## config.mk

```make
export PLATFORM = sky130hd
export DESIGN_NAME = etapa_exe_pipe
export DESIGN_NICKNAME = d
export VERILOG_FILES = /design/src/rtl/etapa_exe_pipe.sv
export SDC_FILE = /design/constraint.sdc
export NUM_CORES = 1
export LEC_CHECK = 0
export BUFFER_PORTS_ARGS = -buffer_cell sky130_fd_sc_hd__buf_2
export CORE_ASPECT_RATIO = 0.9
export CORE_MARGIN = 1
export CORE_UTILIZATION = 40
export DETAILED_ROUTE_END_ITERATION = 6
export PLACE_DENSITY_LB_ADDON = 0.12
export SLEW_MARGIN = 15
export SYNTH_ARGS = -nofsm -noshare
export SYNTH_HDL_FRONTEND = slang
export SYNTH_SLANG_ARGS = --single-unit
```

## constraint.sdc

```tcl
create_clock -name clk -period 3.41 [get_ports clk]
set_input_delay 0.682 -clock clk [delete_from_list [all_inputs] [get_ports clk]]
set_output_delay 0.682 -clock clk [all_outputs]
set_load 0.02 [all_outputs]
```

## src/rtl/etapa_exe_pipe.sv

```systemverilog
// etapa_exe_pipe: two-stage pipelined SIMD execute stage.
// S1 registers the selected operands. S2 either computes a single-cycle
// result or runs an iterative per-lane shift-add multiply. Results leave
// over a valid/ready handshake.
module etapa_exe_pipe #(
  parameter int LANES  = 4,
  parameter int LANE_W = 8,
  parameter int DIR_W  = 3
) (
  input  logic                      clk,
  input  logic                      rst_n,
  input  logic                      in_valid,
  output logic                      in_ready,
  input  logic [LANES*LANE_W-1:0]   vector_a,
  input  logic [LANES*LANE_W-1:0]   vfs,
  input  logic [LANES*LANE_W-1:0]   vector_ad,
  input  logic [LANES*LANE_W-1:0]   vector_b,
  input  logic [LANE_W-1:0]         out_s,
  input  logic [LANE_W-1:0]         shamt,
  input  logic [LANE_W-1:0]         inmediate_in,
  input  logic [DIR_W-1:0]          dir_dest_in,
  input  logic [3:0]                opcode,
  input  logic [1:0]                sel_vec,
  input  logic                      sel_int,
  input  logic                      sel_op,
  input  logic                      sat_en,
  output logic                      out_valid,
  input  logic                      out_ready,
  output logic [LANES*LANE_W-1:0]   data1_out,
  output logic [LANES*LANE_W-1:0]   alu_result,
  output logic [LANE_W-1:0]         inmediate_out,
  output logic [DIR_W-1:0]          dir_dest_out,
  output logic                      busy
);

  localparam int VW    = LANES * LANE_W;
  localparam int SHW   = $clog2(LANE_W);
  localparam int CNT_W = $clog2(LANE_W) + 1;

  localparam logic [3:0] OP_ADD = 4'd0;
  localparam logic [3:0] OP_SUB = 4'd1;
  localparam logic [3:0] OP_AND = 4'd2;
  localparam logic [3:0] OP_OR  = 4'd3;
  localparam logic [3:0] OP_XOR = 4'd4;
  localparam logic [3:0] OP_SLL = 4'd5;
  localparam logic [3:0] OP_SRL = 4'd6;
  localparam logic [3:0] OP_SRA = 4'd7;
  localparam logic [3:0] OP_MUL = 4'd8;
  localparam logic [3:0] OP_MIN = 4'd9;
  localparam logic [3:0] OP_MAX = 4'd10;

  typedef enum logic [1:0] {ST_EMPTY, ST_MUL_RUN, ST_FULL} state_t;

  state_t             state_reg, state_next;
  logic [CNT_W-1:0]   cnt_reg;

  logic               s1_valid_reg;
  logic [VW-1:0]      s1_a_reg, s1_b_reg;
  logic [3:0]         s1_op_reg;
  logic               s1_sat_reg;
  logic [LANE_W-1:0]  s1_imm_reg;
  logic [DIR_W-1:0]   s1_dir_reg;

  logic [VW-1:0]      res_reg, data1_reg;
  logic [LANE_W-1:0]  imm_reg;
  logic [DIR_W-1:0]   dir_reg;

  logic [LANE_W-1:0]  scalar_sel;
  logic [VW-1:0]      a_sel, b_sel;
  logic [VW-1:0]      alu_vec, mul_vec;
  logic               s1_adv, s1_load, s1_is_mul, mul_last;

  // S1 hands its bundle to S2 when S2 is empty or its result retires now
  assign s1_adv    = s1_valid_reg && ((state_reg == ST_EMPTY) ||
                                      ((state_reg == ST_FULL) && out_ready));
  assign in_ready  = rst_n && (!s1_valid_reg || s1_adv);
  assign s1_load   = in_valid && in_ready;
  assign s1_is_mul = (s1_op_reg == OP_MUL);
  assign mul_last  = (state_reg == ST_MUL_RUN) && (cnt_reg == CNT_W'(1));

  // Operand A source mux and operand B vector / broadcast-scalar mux
  always_comb begin
    scalar_sel = sel_op ? shamt : out_s;
    case (sel_vec)
      2'd0:    a_sel = vector_a;
      2'd1:    a_sel = vfs;
      2'd2:    a_sel = vector_ad;
      default: a_sel = '0;
    endcase
    b_sel = sel_int ? {LANES{scalar_sel}} : vector_b;
  end

  // S1 operand register; valid drops when drained without a refill
  always_ff @(posedge clk or negedge rst_n) begin
    if (!rst_n) begin
      s1_valid_reg <= 1'b0;
      s1_a_reg     <= '0;
      s1_b_reg     <= '0;
      s1_op_reg    <= '0;
      s1_sat_reg   <= 1'b0;
      s1_imm_reg   <= '0;
      s1_dir_reg   <= '0;
    end else if (s1_load) begin
      s1_valid_reg <= 1'b1;
      s1_a_reg     <= a_sel;
      s1_b_reg     <= b_sel;
      s1_op_reg    <= opcode;
      s1_sat_reg   <= sat_en;
      s1_imm_reg   <= inmediate_in;
      s1_dir_reg   <= dir_dest_in;
    end else if (s1_adv) begin
      s1_valid_reg <= 1'b0;
    end
  end

  genvar gi;
  generate
    for (gi = 0; gi < LANES; gi++) begin : g_lane
      logic [LANE_W-1:0] a, b, sum, diff, sat_val, res;
      logic [SHW-1:0]    sh;
      logic              ovf_add, ovf_sub;
      logic [LANE_W-1:0] acc_reg, mcand_reg, mplier_reg, acc_step;

      assign a       = s1_a_reg[gi*LANE_W +: LANE_W];
      assign b       = s1_b_reg[gi*LANE_W +: LANE_W];
      assign sh      = b[SHW-1:0];
      assign sum     = a + b;
      assign diff    = a - b;
      assign ovf_add = (a[LANE_W-1] == b[LANE_W-1]) && (sum[LANE_W-1]  != a[LANE_W-1]);
      assign ovf_sub = (a[LANE_W-1] != b[LANE_W-1]) && (diff[LANE_W-1] != a[LANE_W-1]);
      // Overflow always takes the sign of A, so the clamp follows A's sign
      assign sat_val = a[LANE_W-1] ? {1'b1, {(LANE_W-1){1'b0}}} : {1'b0, {(LANE_W-1){1'b1}}};

      // Single-cycle lane ALU; MUL and unused opcodes fall through to pass-A
      always_comb begin
        res = a;
        case (s1_op_reg)
          OP_ADD: res = (s1_sat_reg && ovf_add) ? sat_val : sum;
          OP_SUB: res = (s1_sat_reg && ovf_sub) ? sat_val : diff;
          OP_AND: res = a & b;
          OP_OR:  res = a | b;
          OP_XOR: res = a ^ b;
          OP_SLL: res = a << sh;
          OP_SRL: res = a >> sh;
          OP_SRA: res = $signed(a) >>> sh;
          OP_MIN: res = ($signed(a) < $signed(b)) ? a : b;
          OP_MAX: res = ($signed(a) > $signed(b)) ? a : b;
          default: res = a;
        endcase
      end

      assign alu_vec[gi*LANE_W +: LANE_W] = res;

      // Only the low LANE_W product bits matter, so every register is lane-wide
      assign acc_step = acc_reg + (mplier_reg[0] ? mcand_reg : '0);
      assign mul_vec[gi*LANE_W +: LANE_W] = acc_step;

      // Shift-add multiply state: seeded on issue, one partial product per cycle
      always_ff @(posedge clk or negedge rst_n) begin
        if (!rst_n) begin
          acc_reg    <= '0;
          mcand_reg  <= '0;
          mplier_reg <= '0;
        end else if (s1_adv && s1_is_mul) begin
          acc_reg    <= '0;
          mcand_reg  <= a;
          mplier_reg <= b;
        end else if (state_reg == ST_MUL_RUN) begin
          acc_reg    <= acc_step;
          mcand_reg  <= mcand_reg << 1;
          mplier_reg <= mplier_reg >> 1;
        end
      end
    end
  endgenerate

  // S2 state register
  always_ff @(posedge clk or negedge rst_n) begin
    if (!rst_n) state_reg <= ST_EMPTY;
    else        state_reg <= state_next;
  end

  // S2 next-state: issue from S1, finish multiply, retire on out_ready
  always_comb begin
    state_next = state_reg;
    case (state_reg)
      ST_EMPTY: begin
        if (s1_adv) state_next = s1_is_mul ? ST_MUL_RUN : ST_FULL;
      end
      ST_MUL_RUN: begin
        if (mul_last) state_next = ST_FULL;
      end
      ST_FULL: begin
        if (out_ready) begin
          if (s1_adv) state_next = s1_is_mul ? ST_MUL_RUN : ST_FULL;
          else        state_next = ST_EMPTY;
        end
      end
      default: state_next = ST_EMPTY;
    endcase
  end

  // S2 status outputs decoded from state
  always_comb begin
    out_valid = (state_reg == ST_FULL);
    busy      = (state_reg == ST_MUL_RUN);
  end

  // Multiply iteration counter
  always_ff @(posedge clk or negedge rst_n) begin
    if (!rst_n)                   cnt_reg <= '0;
    else if (s1_adv && s1_is_mul) cnt_reg <= CNT_W'(LANE_W);
    else if (state_reg == ST_MUL_RUN) cnt_reg <= cnt_reg - CNT_W'(1);
  end

  // S2 result and sideband registers; held whenever nothing issues or completes
  always_ff @(posedge clk or negedge rst_n) begin
    if (!rst_n) begin
      res_reg   <= '0;
      data1_reg <= '0;
      imm_reg   <= '0;
      dir_reg   <= '0;
    end else if (s1_adv) begin
      data1_reg <= s1_a_reg;
      imm_reg   <= s1_imm_reg;
      dir_reg   <= s1_dir_reg;
      if (!s1_is_mul) res_reg <= alu_vec;
    end else if (mul_last) begin
      res_reg <= mul_vec;
    end
  end

  assign alu_result    = res_reg;
  assign data1_out     = data1_reg;
  assign inmediate_out = imm_reg;
  assign dir_dest_out  = dir_reg;

endmodule

```

Yosys cells after proc, flatten, opt, wreduce, memory -nomap -nowiden. Cells that the tools add are included.

Register bits after elaboration: 258. Input port bits: 168. Output and inout port bits: 78.

Magnitude comparators: 8. Reductions and logical operators: 33. Multiplexer cells: 68. Shifts and indexed selects: 12. Add/sub/neg operators: 13. Eq/ne operators: 35. Bitwise gates (word level): 12.

Operators with widths (count): $mux 8 (49); $pmux 8 s10 (4); $mux 32 (4); $pmux 32 s3 (1); $add 8x8->8 (8); $and 8x8->8 (4); $gt 8x8->1 (4); $lt 8x8->1 (4); $or 8x8->8 (4); $shl 8x3->8 (4); $shr 8x3->8 (4); $sshr 8x3->8 (4); $sub 8x8->8 (4); $xor 8x8->8 (4); $logic_and 1x1->1 (22); $eq 4x3->1 const B (4); $eq 4x4->1 const B (3); $ne 1x1->1 (12); $mux 2 (5); $eq 4x1->1 const B (2); $eq 4x2->1 const B (2); $mux 4 (2); $pmux 2 s3 (1); $reduce_bool 2->1 (3); 13 further kinds (23).

Longest topological paths before layout.
Depth after elaboration: 8. Gate-level depth with buffers: 13. Mapped depth without buffers: 12.

Least setup slack after synthesis. Ideal clock, no wire load.

Path kind: reg-to-reg. From: register s1_b_reg[2]. To: register res_reg[5], in the netlist alu_result[5]. Setup time: 0.120 ns. Cell stages (with the launch flop): 13. Required time: 3.290 ns. Path buffers: 2. Arrival: 2.864 ns. Path slack: 0.426 ns. Period minus slack after synthesis: 2.984 ns. Cell sequence: dfrtp_1 clkbuf_1 inv_1 ha_1 buf_6 and2b_1 o311ai_2 a21boi_2 o2bb2ai_2 a221o_1 a211oi_2 o221ai_1 a31o_1.

Cells in the longest elaborated chain, start to end: 8. Elaborated cells between the ends (all ways): 20. Those cells by class: 2 x add/sub; 2 x order compare; 2 x eq/ne; 3 x shift; 7 x mux; 4 x reduce/logical.

RTL lines: from (decl) (RTL line 58) `logic [VW-1:0] s1_a_reg, s1_b_reg;`; from (signal assigned) (RTL line 106) `s1_b_reg <= b_sel;`; $sub 8x8->8 or $add 8x8->8 (tied branches) (RTL line 128, 127); $ne 1x1->1, on equally long branches (RTL line 130, 129); $logic_and 1x1->1, on equally long branches (RTL line 130, 129); $logic_and 1x1->1, on equally long branches (RTL line 139, 138); $mux 8, on equally long branches (RTL line 139, 138); $pmux 8 s10 (*) (RTL line 137) `case (s1_op_reg)`; $mux 32 (*) (RTL line 227) `if (!s1_is_mul) res_reg <= alu_vec;`; $mux 32 (*) (RTL line 223) `end else if (s1_adv) begin`; to (signal assigned) (RTL line 227); to (signal assigned) (RTL line 229) `res_reg <= mul_vec;`; to (decl) (RTL line 64) `logic [VW-1:0] res_reg, data1_reg;`.

Mark *: on every way between the ends. The rest lies on a longest branch, timed or not. The select of a mux whose other input is x is not followed. A chain may end at the register's enable or synchronous reset.

Worst setup path after layout.
From: register s1_a_reg[21]. To: register res_reg[23], in the netlist alu_result[23].

Cells in the longest elaborated chain, start to end: 8. Elaborated cells between the ends (all ways): 20. Those cells by class: 2 x add/sub; 2 x order compare; 2 x eq/ne; 3 x shift; 7 x mux; 4 x reduce/logical.

RTL lines: from (decl) (RTL line 58); from (signal assigned) (RTL line 105) `s1_a_reg <= a_sel;`; $sub 8x8->8 or $add 8x8->8 (tied branches) (RTL line 128, 127); $ne 1x1->1, on equally long branches (RTL line 130, 129); $logic_and 1x1->1, on equally long branches (RTL line 130, 129); $logic_and 1x1->1, on equally long branches (RTL line 139, 138); $mux 8, on equally long branches (RTL line 139, 138); $pmux 8 s10 (*) (RTL line 137); $mux 32 (*) (RTL line 227); $mux 32 (*) (RTL line 223).

Marks and branches as above.

==> run metrics <==
worst-margin pin slew between 0.9 and 1 ns; RSZ-0062 raised after global routing no; count of different cell masters after synthesis 90; number of CTS-inserted buffers 31; Setup Crit Path Kind reg2reg; ys flop type dfrtp_1; leading cell types in the layout, fill and taps excluded 371 x nand2_1, 257 x dfrtp_1, 244 x buf_2; gpl congestion 1.03; crit path launch s1_a_reg[21]$_DFFE_PN0P_; IO Pins 246; sequential cell area fraction in the yosys report around a third; final WL approximately 90 mm; Clock Path Buffers 3; area of the multi-input gates roughly 13,000 µm²; clock skew between 0.015 and 0.02 ns; VDD IR max between 0.4 and 0.5 mV; HPWL after detailed placement a little over 70 mm; status finished, final reports clean; core box area about 50,000 µm²; layout cells sized above 1 ~20%; root buffer cell clkbuf_16; via count between 20k and 25k; multiplexer share of the synthesized area 6.46%; post-DR vias/cell around 6; P_leak roughly 12 nW; WP data required approximately 3.9 ns; initial antenna violation count 1; placed inst area 23,600 µm²; clk_lat worst skew between 0.5 and 0.6 ns; reg-to-reg critical path endpoint alu_result[23]$_DFFE_PN0P_; Routed Antenna Nets 0; GRT Util Overall a little over a third; min Tclk post-route around 3.3 ns; YS warnings 0; CTS tree built; fill count ~5k; reg-to-reg setup timing slack 0.11 ns; Initial Util approximately 41%; Post-Syn Nets ~2.9k; Std-Cell Rows 78; Simple-Gate Fraction of Synth Area between 10% and 20%; DR pass1 iterations 6; Die W between 200 and 250 µm; # port buffers 245; #FFs+latches synth approximately 260; chip height 217 µm; commonest non-fill, non-tap cell in the layout nand2_1; Post-Syn Area about 21,000 µm²; period utilization between 90% and 100%; CP arrival 3.73 ns; H-tree depth 1; Peak Freq approximately 300 MHz; clock slew at the register clock pins of the worst setup and hold paths about 0.060 ns; main combinational cell family by area after synthesis compound AO/OA/AOI/OAI gates; hold crit path type in2async; setup tns final 0 ns; vias in the first global route 20.3k; post-synthesis adder-cell area fraction 9.32%; die footprint 52,300 µm²; detailed-route DRC error count 0; Syn Inst Count 2,546; Post-synth EDFFs 0; R2R cell count 10; crit path to alu_result[23]$_DFFE_PN0P_; R2R Path Start s1_a_reg[21]$_DFFE_PN0P_; Nets approximately 3.2k; largest net degree at the start of global routing 91; crit path capture type flop; Max-Cap Viols 0; Synth Area in Compound Gates around a quarter; pwr dens 829 nW/µm²; first-pass GRT wire length 136 mm; clk sinks around 260; postcts setup bufs 0; xor-xnor portion of the synthesized cell area 2.94%; gr ovfl total 0; Avg Inst Size Synth between 8 and 9 µm²; Critical Path Fanout Max 11; Startpoint Class flop; FF+latch area approximately 6500 µm²; Final Hold Fails 0; routed len/inst around 26 µm; relative slew slack 34.3%; Slew Viols, Final 0; asr flop ratio synth 100%; final setup fails 0; area grow syn2layout 20.0%; Design Area, Final 24,700 µm²; Iter 0 DRT Violations between 2k and 2.5k
## synth_stat cells (7+ instances only)
library cell | count | area, µm²
mux2i_1 | 90 | 901
a211o_1 | 9 | 78.8
buf_2 | 26 | 130
dfrtp_1 | 258 | 6460
mux2_2 | 16 | 180
o21bai_1 | 18 | 135
o221ai_1 | 7 | 61.3
fa_1 | 12 | 240
a221oi_1 | 19 | 166
a21o_1 | 24 | 180
nor2b_1 | 15 | 93.8
nor4_1 | 17 | 106
mux4_2 | 11 | 248
a21oi_1 | 170 | 851
a31oi_1 | 61 | 382
a22o_1 | 7 | 61.3
clkbuf_1 | 143 | 537
a211oi_1 | 60 | 450
buf_1 | 15 | 56.3
xor2_1 | 21 | 184
xnor2_1 | 48 | 420
nor2_1 | 211 | 792
o31ai_1 | 13 | 97.6
and2_1 | 33 | 206
o2111ai_1 | 11 | 96.3
o21ai_0 | 205 | 1030
ha_1 | 134 | 1680
a22oi_1 | 77 | 578
or3_1 | 7 | 43.8
nand3_1 | 60 | 300
o211ai_1 | 40 | 300
a2111oi_0 | 9 | 78.8
o21a_1 | 11 | 82.6
nor3_1 | 39 | 195
nand2b_1 | 53 | 332
and3_1 | 10 | 62.6
inv_1 | 104 | 390
nand2_1 | 372 | 1400
## timing repair
| item | in CTS | in global routing |
|---|---|---|
| gates cloned | 0 | 0 |
| pin swaps | 0 | 0 |
| resized for setup | 1 | 7 |
| hold buffers | 0 | 0 |
| endpoints found under the setup margin | 1 | 8 |
## per-stage QoR
stage | setup WS (ns) | power (mW) | cells | hold WS [ns] | utilization (%)
final | 0.114 | 20.5 | 3548 | 0.0294 | 48.8
after floorplan | 0.426 | 11.9 | 2546 | 0.386 | -
after CTS | 0.0521 | 20.1 | 3547 | 0.0100 | 48.8
after global placement | 0.106 | 16.6 | 3491 | 0.448 | 46.7
after detailed placement | 0.0305 | 16.6 | 3491 | 0.450 | 46.7
after global routing | 0.0128 | 21.6 | 3547 | 0.0260 | 48.8
## worst max-delay path, cell delays in order, from the launching register on
cell,delay (ns)
dfrtp_1,0.44
inv_1,0.28
ha_1,0.42
nor4_1,0.36
o21ai_0,0.25
a21oi_1,0.20
buf_4,0.22
mux2i_1,0.20
o21ai_0,0.13
nor3_1,0.47
o21ai_0,0.17
## how the worst min path moves through the flow
stage                                        to  cells after the start
2_1_floorplan         alu_result[0]$_DFFE_PN0P_                      0
3_3_place_gp       inmediate_out[0]$_DFFE_PN0P_                      2
3_5_place_dp       inmediate_out[0]$_DFFE_PN0P_                      2
4_1_cts        g_lane[2].acc_reg[0]$_DFFE_PN0P_                      1
5_1_grt               data1_out[16]$_DFFE_PN0P_                      1
6_report             alu_result[21]$_DFFE_PN0P_                      1
## metal layers
layer,vias to the layer above,global-route usage [%],wire (µm)
li1,9710,-,-
met1,10300,55.2,44600
met2,1072,47.2,36700
met3,102,8.74,9690
met4,0,6.20,1510
met5,-,0,0
## where the power goes
group	internal, mW	switching, mW
Sequential	4.20	0.936
Combinational	4.22	7.66
Clock	2.02	1.42
Total	10.4	10.0
## cells by family after synthesis
| logic type | after synthesis |
|---|---|
| AO/OA/AOI/OAI | 817 |
| XOR/XNOR | 69 |
| adder cells (fa/ha/maj) | 146 |
| buffers and inverters | 297 |
| flip-flops | 258 |
| multiplexers | 117 |
| AND/OR/NAND/NOR | 842 |
## layout make-up
class,instances,share of cell area (%)
diodes,1,0.0101
well taps,680,3.45
clock buffers,42,3.55
repair buffers,453,11.7
flip-flops and latches,258,26.2
clock inverters,14,0.664
inverters,109,1.66
multi-input cells,1991,52.8
Note: power is estimated with default switching activity, not from simulation.
